[src/rtl/ddr3_controller.sv]
// ddr3_controller
//   DDR3 SDRAM power-up / initialisation / refresh sequencer. Walks the
//   RESET# -> CKE -> MRS2/3/1/0 -> ZQCL bring-up sequence, raises init_done,
//   then issues an auto-refresh every T_REFI. No data path, no user port.
//
// Ports
//   clk           in   system clock (sole domain)
//   reset         in   asynchronous, active-high
//   ddr3_reset_n  out  DRAM RESET#
//   ddr3_cke      out  clock enable
//   ddr3_cs_n     out  chip select       | command pins, {cs,ras,cas,we}
//   ddr3_ras_n    out  row strobe        |
//   ddr3_cas_n    out  column strobe     |
//   ddr3_we_n     out  write enable      |
//   ddr3_ba       out  bank address
//   ddr3_addr     out  address bus
//   ddr3_odt      out  on-die termination (always 0)
//   init_done     out  sticky 1 once initialisation completed
//
// Every output is registered. Each state is timed by a down-counter loaded
// with the state length on entry; the state's command (if any) is driven on
// the entry edge, so it occupies the first of the state's cycles.
module ddr3_controller #(
    parameter int          CLK_PERIOD = 10,
    parameter int          T_RESET_NS = 200000,
    parameter int          T_CKE_NS   = 500000,
    parameter int          T_XPR_NS   = 360,
    parameter int          T_REFI_NS  = 7800,
    parameter int          T_RFC_NS   = 160,
    parameter int          T_MRD      = 4,
    parameter int          T_MOD      = 12,
    parameter int          T_ZQINIT   = 512,
    parameter logic [13:0] MR0_VAL    = 14'h0520,
    parameter logic [13:0] MR1_VAL    = 14'h0004,
    parameter logic [13:0] MR2_VAL    = 14'h0000,
    parameter logic [13:0] MR3_VAL    = 14'h0000
) (
    input  logic        clk,
    input  logic        reset,
    output logic        ddr3_reset_n,
    output logic        ddr3_cke,
    output logic        ddr3_cs_n,
    output logic        ddr3_ras_n,
    output logic        ddr3_cas_n,
    output logic        ddr3_we_n,
    output logic [2:0]  ddr3_ba,
    output logic [13:0] ddr3_addr,
    output logic        ddr3_odt,
    output logic        init_done
);

    function automatic int clamp1(input int c);
        return (c < 1) ? 1 : c;
    endfunction

    function automatic int ns2cyc(input int ns);
        return clamp1((ns + CLK_PERIOD - 1) / CLK_PERIOD);
    endfunction

    function automatic int max2(input int a, input int b);
        return (a > b) ? a : b;
    endfunction

    localparam int RST_CYC  = ns2cyc(T_RESET_NS);
    localparam int CKE_CYC  = ns2cyc(T_CKE_NS);
    localparam int XPR_CYC  = ns2cyc(T_XPR_NS);
    localparam int REFI_CYC = ns2cyc(T_REFI_NS);
    localparam int RFC_CYC  = ns2cyc(T_RFC_NS);
    localparam int MRD_CYC  = clamp1(T_MRD);
    localparam int MOD_CYC  = clamp1(T_MOD);
    localparam int ZQ_CYC   = clamp1(T_ZQINIT);

    localparam int MAX_CYC  = max2(max2(max2(RST_CYC, CKE_CYC), max2(XPR_CYC, REFI_CYC)),
                                   max2(max2(RFC_CYC, MRD_CYC), max2(MOD_CYC, ZQ_CYC)));
    localparam int CW       = $clog2(MAX_CYC + 1);

    // {cs_n, ras_n, cas_n, we_n}
    localparam logic [3:0] CMD_DES  = 4'b1111;
    localparam logic [3:0] CMD_NOP  = 4'b0111;
    localparam logic [3:0] CMD_MRS  = 4'b0000;
    localparam logic [3:0] CMD_REF  = 4'b0001;
    localparam logic [3:0] CMD_ZQCL = 4'b0110;

    typedef enum logic [3:0] {
        RST_WAIT, CKE_WAIT, XPR, MRS2, MRS3, MRS1, MRS0, ZQCL, IDLE, REF_WAIT
    } state_t;

    state_t          state, state_n;
    logic [CW-1:0]   cnt, cnt_n;
    logic            expire;
    logic            rstn_n, cke_n, done_n;
    logic [3:0]      cmd_n;
    logic [2:0]      ba_n;
    logic [13:0]     addr_n;

    always_ff @(posedge clk or posedge reset) begin
        if (reset) begin
            state        <= RST_WAIT;
            cnt          <= '0;
            ddr3_reset_n <= 1'b0;
            ddr3_cke     <= 1'b0;
            {ddr3_cs_n, ddr3_ras_n, ddr3_cas_n, ddr3_we_n} <= CMD_DES;
            ddr3_ba      <= '0;
            ddr3_addr    <= '0;
            ddr3_odt     <= 1'b0;
            init_done    <= 1'b0;
        end else begin
            state        <= state_n;
            cnt          <= cnt_n;
            ddr3_reset_n <= rstn_n;
            ddr3_cke     <= cke_n;
            {ddr3_cs_n, ddr3_ras_n, ddr3_cas_n, ddr3_we_n} <= cmd_n;
            ddr3_ba      <= ba_n;
            ddr3_addr    <= addr_n;
            ddr3_odt     <= 1'b0;
            init_done    <= done_n;
        end
    end

    always_comb begin
        state_n = state;
        cnt_n   = cnt - 1'b1;
        expire  = (cnt == CW'(1));
        rstn_n  = ddr3_reset_n;
        cke_n   = ddr3_cke;
        done_n  = init_done;
        cmd_n   = CMD_NOP;
        ba_n    = '0;
        addr_n  = '0;

        case (state)
            RST_WAIT: begin
                // The counter comes out of reset at 0, so the first cycle after
                // release loads the remaining RST_CYC-1 cycles.
                if (cnt == '0 && RST_CYC > 1) begin
                    cnt_n = CW'(RST_CYC - 1);
                end else if (expire || cnt == '0) begin
                    state_n = CKE_WAIT;
                    cnt_n   = CW'(CKE_CYC);
                    rstn_n  = 1'b1;
                end
            end
            CKE_WAIT: if (expire) begin
                state_n = XPR;
                cnt_n   = CW'(XPR_CYC);
                cke_n   = 1'b1;
            end
            XPR: if (expire) begin
                state_n = MRS2;
                cnt_n   = CW'(MRD_CYC);
                cmd_n   = CMD_MRS;
                ba_n    = 3'd2;
                addr_n  = MR2_VAL;
            end
            MRS2: if (expire) begin
                state_n = MRS3;
                cnt_n   = CW'(MRD_CYC);
                cmd_n   = CMD_MRS;
                ba_n    = 3'd3;
                addr_n  = MR3_VAL;
            end
            MRS3: if (expire) begin
                state_n = MRS1;
                cnt_n   = CW'(MRD_CYC);
                cmd_n   = CMD_MRS;
                ba_n    = 3'd1;
                addr_n  = MR1_VAL;
            end
            MRS1: if (expire) begin
                state_n = MRS0;
                cnt_n   = CW'(MOD_CYC);
                cmd_n   = CMD_MRS;
                ba_n    = 3'd0;
                addr_n  = MR0_VAL;
            end
            MRS0: if (expire) begin
                state_n = ZQCL;
                cnt_n   = CW'(ZQ_CYC);
                cmd_n   = CMD_ZQCL;
                addr_n  = 14'h0400;     // A10=1 selects ZQ long calibration
            end
            ZQCL: if (expire) begin
                state_n = IDLE;
                cnt_n   = CW'(REFI_CYC);
                done_n  = 1'b1;
            end
            IDLE: if (expire) begin
                // No bank is ever opened, so REF needs no preceding PRECHARGE.
                state_n = REF_WAIT;
                cnt_n   = CW'(RFC_CYC);
                cmd_n   = CMD_REF;
            end
            REF_WAIT: if (expire) begin
                state_n = IDLE;
                cnt_n   = CW'(REFI_CYC);
            end
            default: begin
                state_n = RST_WAIT;
                cnt_n   = '0;
            end
        endcase

        // Chip deselected until CKE is high; NOP fills every idle cycle after.
        if (!cke_n) cmd_n = CMD_DES;
    end

endmodule

[config.mk]
export PLATFORM = sky130hd
export DESIGN_NAME = ddr3_controller
export DESIGN_NICKNAME = d
export VERILOG_FILES = /design/src/rtl/ddr3_controller.sv
export SDC_FILE = /design/constraint.sdc
export NUM_CORES = 1
export LEC_CHECK = 0
export BUFFER_PORTS_ARGS = -buffer_cell sky130_fd_sc_hd__buf_4
export CAP_MARGIN = 20
export CORE_MARGIN = 10
export CORE_UTILIZATION = 51
export CTS_CLUSTER_SIZE = 40
export DETAILED_ROUTE_END_ITERATION = 12
export PLACE_DENSITY = 0.79
export SLEW_MARGIN = 20
export SYNTH_ARGS = -nofsm -noshare
export SYNTH_HDL_FRONTEND = slang
export SYNTH_SLANG_ARGS = --single-unit
[constraint.sdc]
create_clock -name clk -period 2.95 [get_ports clk]
set_clock_uncertainty 0.15 [all_clocks]
set_input_delay 0.59 -clock clk [delete_from_list [all_inputs] [get_ports clk]]
set_output_delay 0.59 -clock clk [all_outputs]
set_load 0.1 [all_outputs]
==> summary.md <==
| Metric | Value |
|---|---|
| Sequential area share after synthesis | 42.07% |
| Reg-to-reg endpoint | cnt[2] |
| Pleak | 0.8188 nW |
| CTS tree | yes |
| Part of the power in the clock network | a little under a third |
| Setup violators final | 0 |
| Drt drc | 0 |
| Distinct cells, synth | 43 |
| Die height | around 80 um |
| Nets | roughly 220 |
| Multi-input logic area | between 900 and 1000 um2 |
| Final hold slack | between 0.15 and 0.2 ns |
| Outcome | finished clean |
| Global-route wire length before repair | between 6000 and 7000 um |
| Fillers | between 300 and 400 |
| Number of synthesized register bits | 31 |
| Final min period | around 2.5 ns |
| Latest clock arrival within the worst-skew pair | roughly 0.35 ns |
| GR Overflow Total | 0 |
| Clk buf depth | 2 |
| CTS H-tree depth | 2 |
| Syn-to-layout area delta | 6.145% |
| WL final | between 3000 and 4000 um |
| Period utilisation layout | a little under nine tenths |
| Gate Count Post-Synth | roughly 210 |
| RR Startpoint | cnt[12] |
| Fin. Hold Viols | 0 |
| Largest net degree at the start of global routing | 32 |
| Critical Path AT | 2.63 ns |
| Placed Cells | 257 |
| # diodes | 0 |
| Worst setup margin | between 0.4 and 0.5 ns |
| Slew HR | ~65% |
| Data required, critical path | between 3 and 4 ns |
| Synth Flop Type | dfrtp_1 |
| FF-to-FF path depth | 5 |
| Net Sw Frac | around 29% |
| Number of buffers created by CTS | 5 |
| Post-CTS Hold Fix Bufs | 0 |
| Via count | 1492 |
| Core area | between 3000 and 4000 um2 |
| DRT iter0 DRCs | approximately 220 |
| Total GRT Usage | approximately an eighth |
| Vias/cell | between 5 and 6 |
| DP HPWL | 2869 um |
| Root Driver | clkbuf_4 |
| FFs w/ async S/R, synth | 100.0% |
| Sequential cell area | just under 800 um2 |
| P_sw | about 0.21 mW |
| Flop2flop setup slack | 0.41 ns |
| # rows | 21 |
| Initial Utilization | between 50 and 60% |
| CP Class | reg -> reg |
| Die area | between 6000 and 7000 um2 |
| Vias in the first global route | about 1400 |
| Worst hold path class | in -> async |
| Mapped Area | approximately 1900 um2 |
| Post-Layout Cell Count | between 200 and 300 |
| Max Cap Violations | 0 |
| Drt pass-1 iters | 4 |
| P_int | around 0.52 mW |
| RSZ-0062 raised after global routing | no |
| Setup TNS | 0 ns |
| Max VDD drop | around 180 uV |
| CP endpoint kind | flip-flop |
| PortBufs | 14 |
| Worst-path fanout max | 10 |
| Clock Sinks | 31 |
| Share of cells above drive strength 1 | around 15% |
| Fmax | between 300 and 400 MHz |
| Post-synth EDFFs | 0 |
| Initial antenna violation count | 0 |
| Least-Margin Pin Slew | ~0.53 ns |
| Die span in x | between 80 and 90 um |
| Reg power frac | between 50 and 60% |
| Fin. max-slew vios | 0 |
| Post-DR wirelength/cell | about 15 um |
| GP Congestion | a little over 0.9 |
| Synthesized area per cell | just under 9 um2 |
| Post-CTS Setup Inserts | 0 |
| Ys Warns | 0 |
| Pre-CTS setup slack | around 0.42 ns |
| Final ANT Viol Nets | 0 |
| Power per Cell Area | about 370 nW/um2 |
| Clock-pin slew on the worst setup and hold paths | roughly 0.10 ns |
| Part of the power in combinational logic | a little over a tenth |
| Post-cts sizing count | 0 |
| Total Power | around 0.73 mW |
| Startpoint Class | flip-flop |
| I/O pins | 27 |
-- worst max-delay path by stage --
stage | slack, ns | cells past startpoint | to | start
after global placement | 0.47 | 5 | cnt[2] | cnt[10]
after global routing | 0.30 | 7 | cnt[2] | cnt[1]
after floorplan | 0.46 | 7 | cnt[2] | cnt[3]
after CTS | 0.42 | 5 | cnt[2] | cnt[10]
after detailed placement | 0.42 | 5 | cnt[2] | cnt[10]
final | 0.41 | 5 | cnt[2] | cnt[12]
-- worst max-delay path, stage by stage (launching register included) --
cell,delay [ns]
dfrtp_1,0.43
or4_1,0.64
or4_4,0.63
a22o_1,0.26
o32ai_2,0.24
nand2_1,0.07
-- metal layers --
layer | wire [um] | vias to the layer above | part of all wire [%] | global-route usage (%)
met5 | 0 | - | 0 | 0
met4 | 117 | 0 | 3.0 | 8.275
met3 | 269 | 10 | 6.9 | 3.118
met2 | 1760 | 57 | 45 | 19.10
met1 | 1761 | 703 | 45 | 16.45
li1 | - | 722 | - | -
-- placed cells by master (no fill, tap or decap), types with 3 or more instances in the layout --
cell / n
dfrtp_1: 28
nor2_1: 20
buf_4: 17
a21oi_1: 16
nand2_1: 14
o21ai_0: 13
conb_1: 12
xnor2_1: 9
nor3_1: 8
inv_1: 7
xor2_1: 7
nand3_1: 6
nor4_1: 5
nand2b_1: 5
clkbuf_4: 5
or4_1: 4
or3_1: 3
a31oi_1: 3
o2111ai_1: 3
clkbuf_1: 3
dfstp_2: 3
-- area by class of cell --
cell class	count	share of cell area (%)
Clock buffer	8	2.481
Inverter	7	1.336
Multi-Input combinational cell	156	47.14
Sequential cell	31	39.63
Tap cell	46	2.926
Timing Repair Buffer	17	6.489
-- synthesized netlist by cell type, drive strengths merged, types with 2 or more instances --
| master | n | area, um2 |
|---|---|---|
| nor3 | 9 | 50.05 |
| a21o | 2 | 15.01 |
| clkbuf | 9 | 33.78 |
| dfstp | 3 | 78.83 |
| a31oi | 3 | 18.77 |
| dfrtp | 28 | 700.7 |
| or3 | 3 | 18.77 |
| nor2 | 20 | 75.07 |
| and2 | 2 | 12.51 |
| buf | 16 | 127.6 |
| nand2b | 5 | 31.28 |
| ha | 2 | 25.02 |
| or4 | 6 | 52.55 |
| o21ai | 13 | 65.06 |
| nand3 | 6 | 30.03 |
| o31ai | 2 | 15.01 |
| nand2 | 14 | 52.55 |
| o2111ai | 3 | 26.28 |
| nor4 | 5 | 31.28 |
| inv | 7 | 26.28 |
| or3b | 2 | 17.52 |
| xor2 | 7 | 61.31 |
| xnor2 | 9 | 78.83 |
| a21oi | 16 | 80.08 |
-- flip-flops by register name, indices dropped and copies added (netlist names) --
signal        flops
ddr3_cas_n        1
ddr3_we_n         1
init_done         1
state             4
ddr3_reset_n      1
ddr3_addr         3
ddr3_cs_n         1
ddr3_cke          1
ddr3_ba           2
cnt              16
-- stage by stage --
step | cell area (um2) | util, %
final | 1967 | 57.58
after floorplan | 1894 | -
after CTS | 1967 | 57.58
after detailed placement | 1918 | 56.15
after global routing | 1967 | 57.58
after global placement | 1918 | 56.15
-- logic make-up (layout without fill, tap and decap cells) --
family / Yosys count / in the layout / synth area share (%)
other: 1 / 12 / 0.2024
adders and majority gates: 2 / 2 / 1.350
DFF: 31 / 31 / 42.07
and+or+nand+nor: 79 / 79 / 22.82
xor gates and xnor gates: 16 / 16 / 7.563
AOI/OAI and AO/OA: 47 / 47 / 15.87
buffers and inverters: 32 / 32 / 10.13
-- power by group through the flow --
stage | sequential [mW] | clock, mW | combinational (mW)
after floorplan | 0.433 | 0 | 0.0847
after global placement | 0.433 | 0 | 0.0762
after detailed placement | 0.433 | 0 | 0.0763
after CTS | 0.425 | 0.240 | 0.0763
after global routing | 0.425 | 0.255 | 0.0791
final | 0.425 | 0.232 | 0.0764
Note: power is estimated with default switching activity, not from simulation.
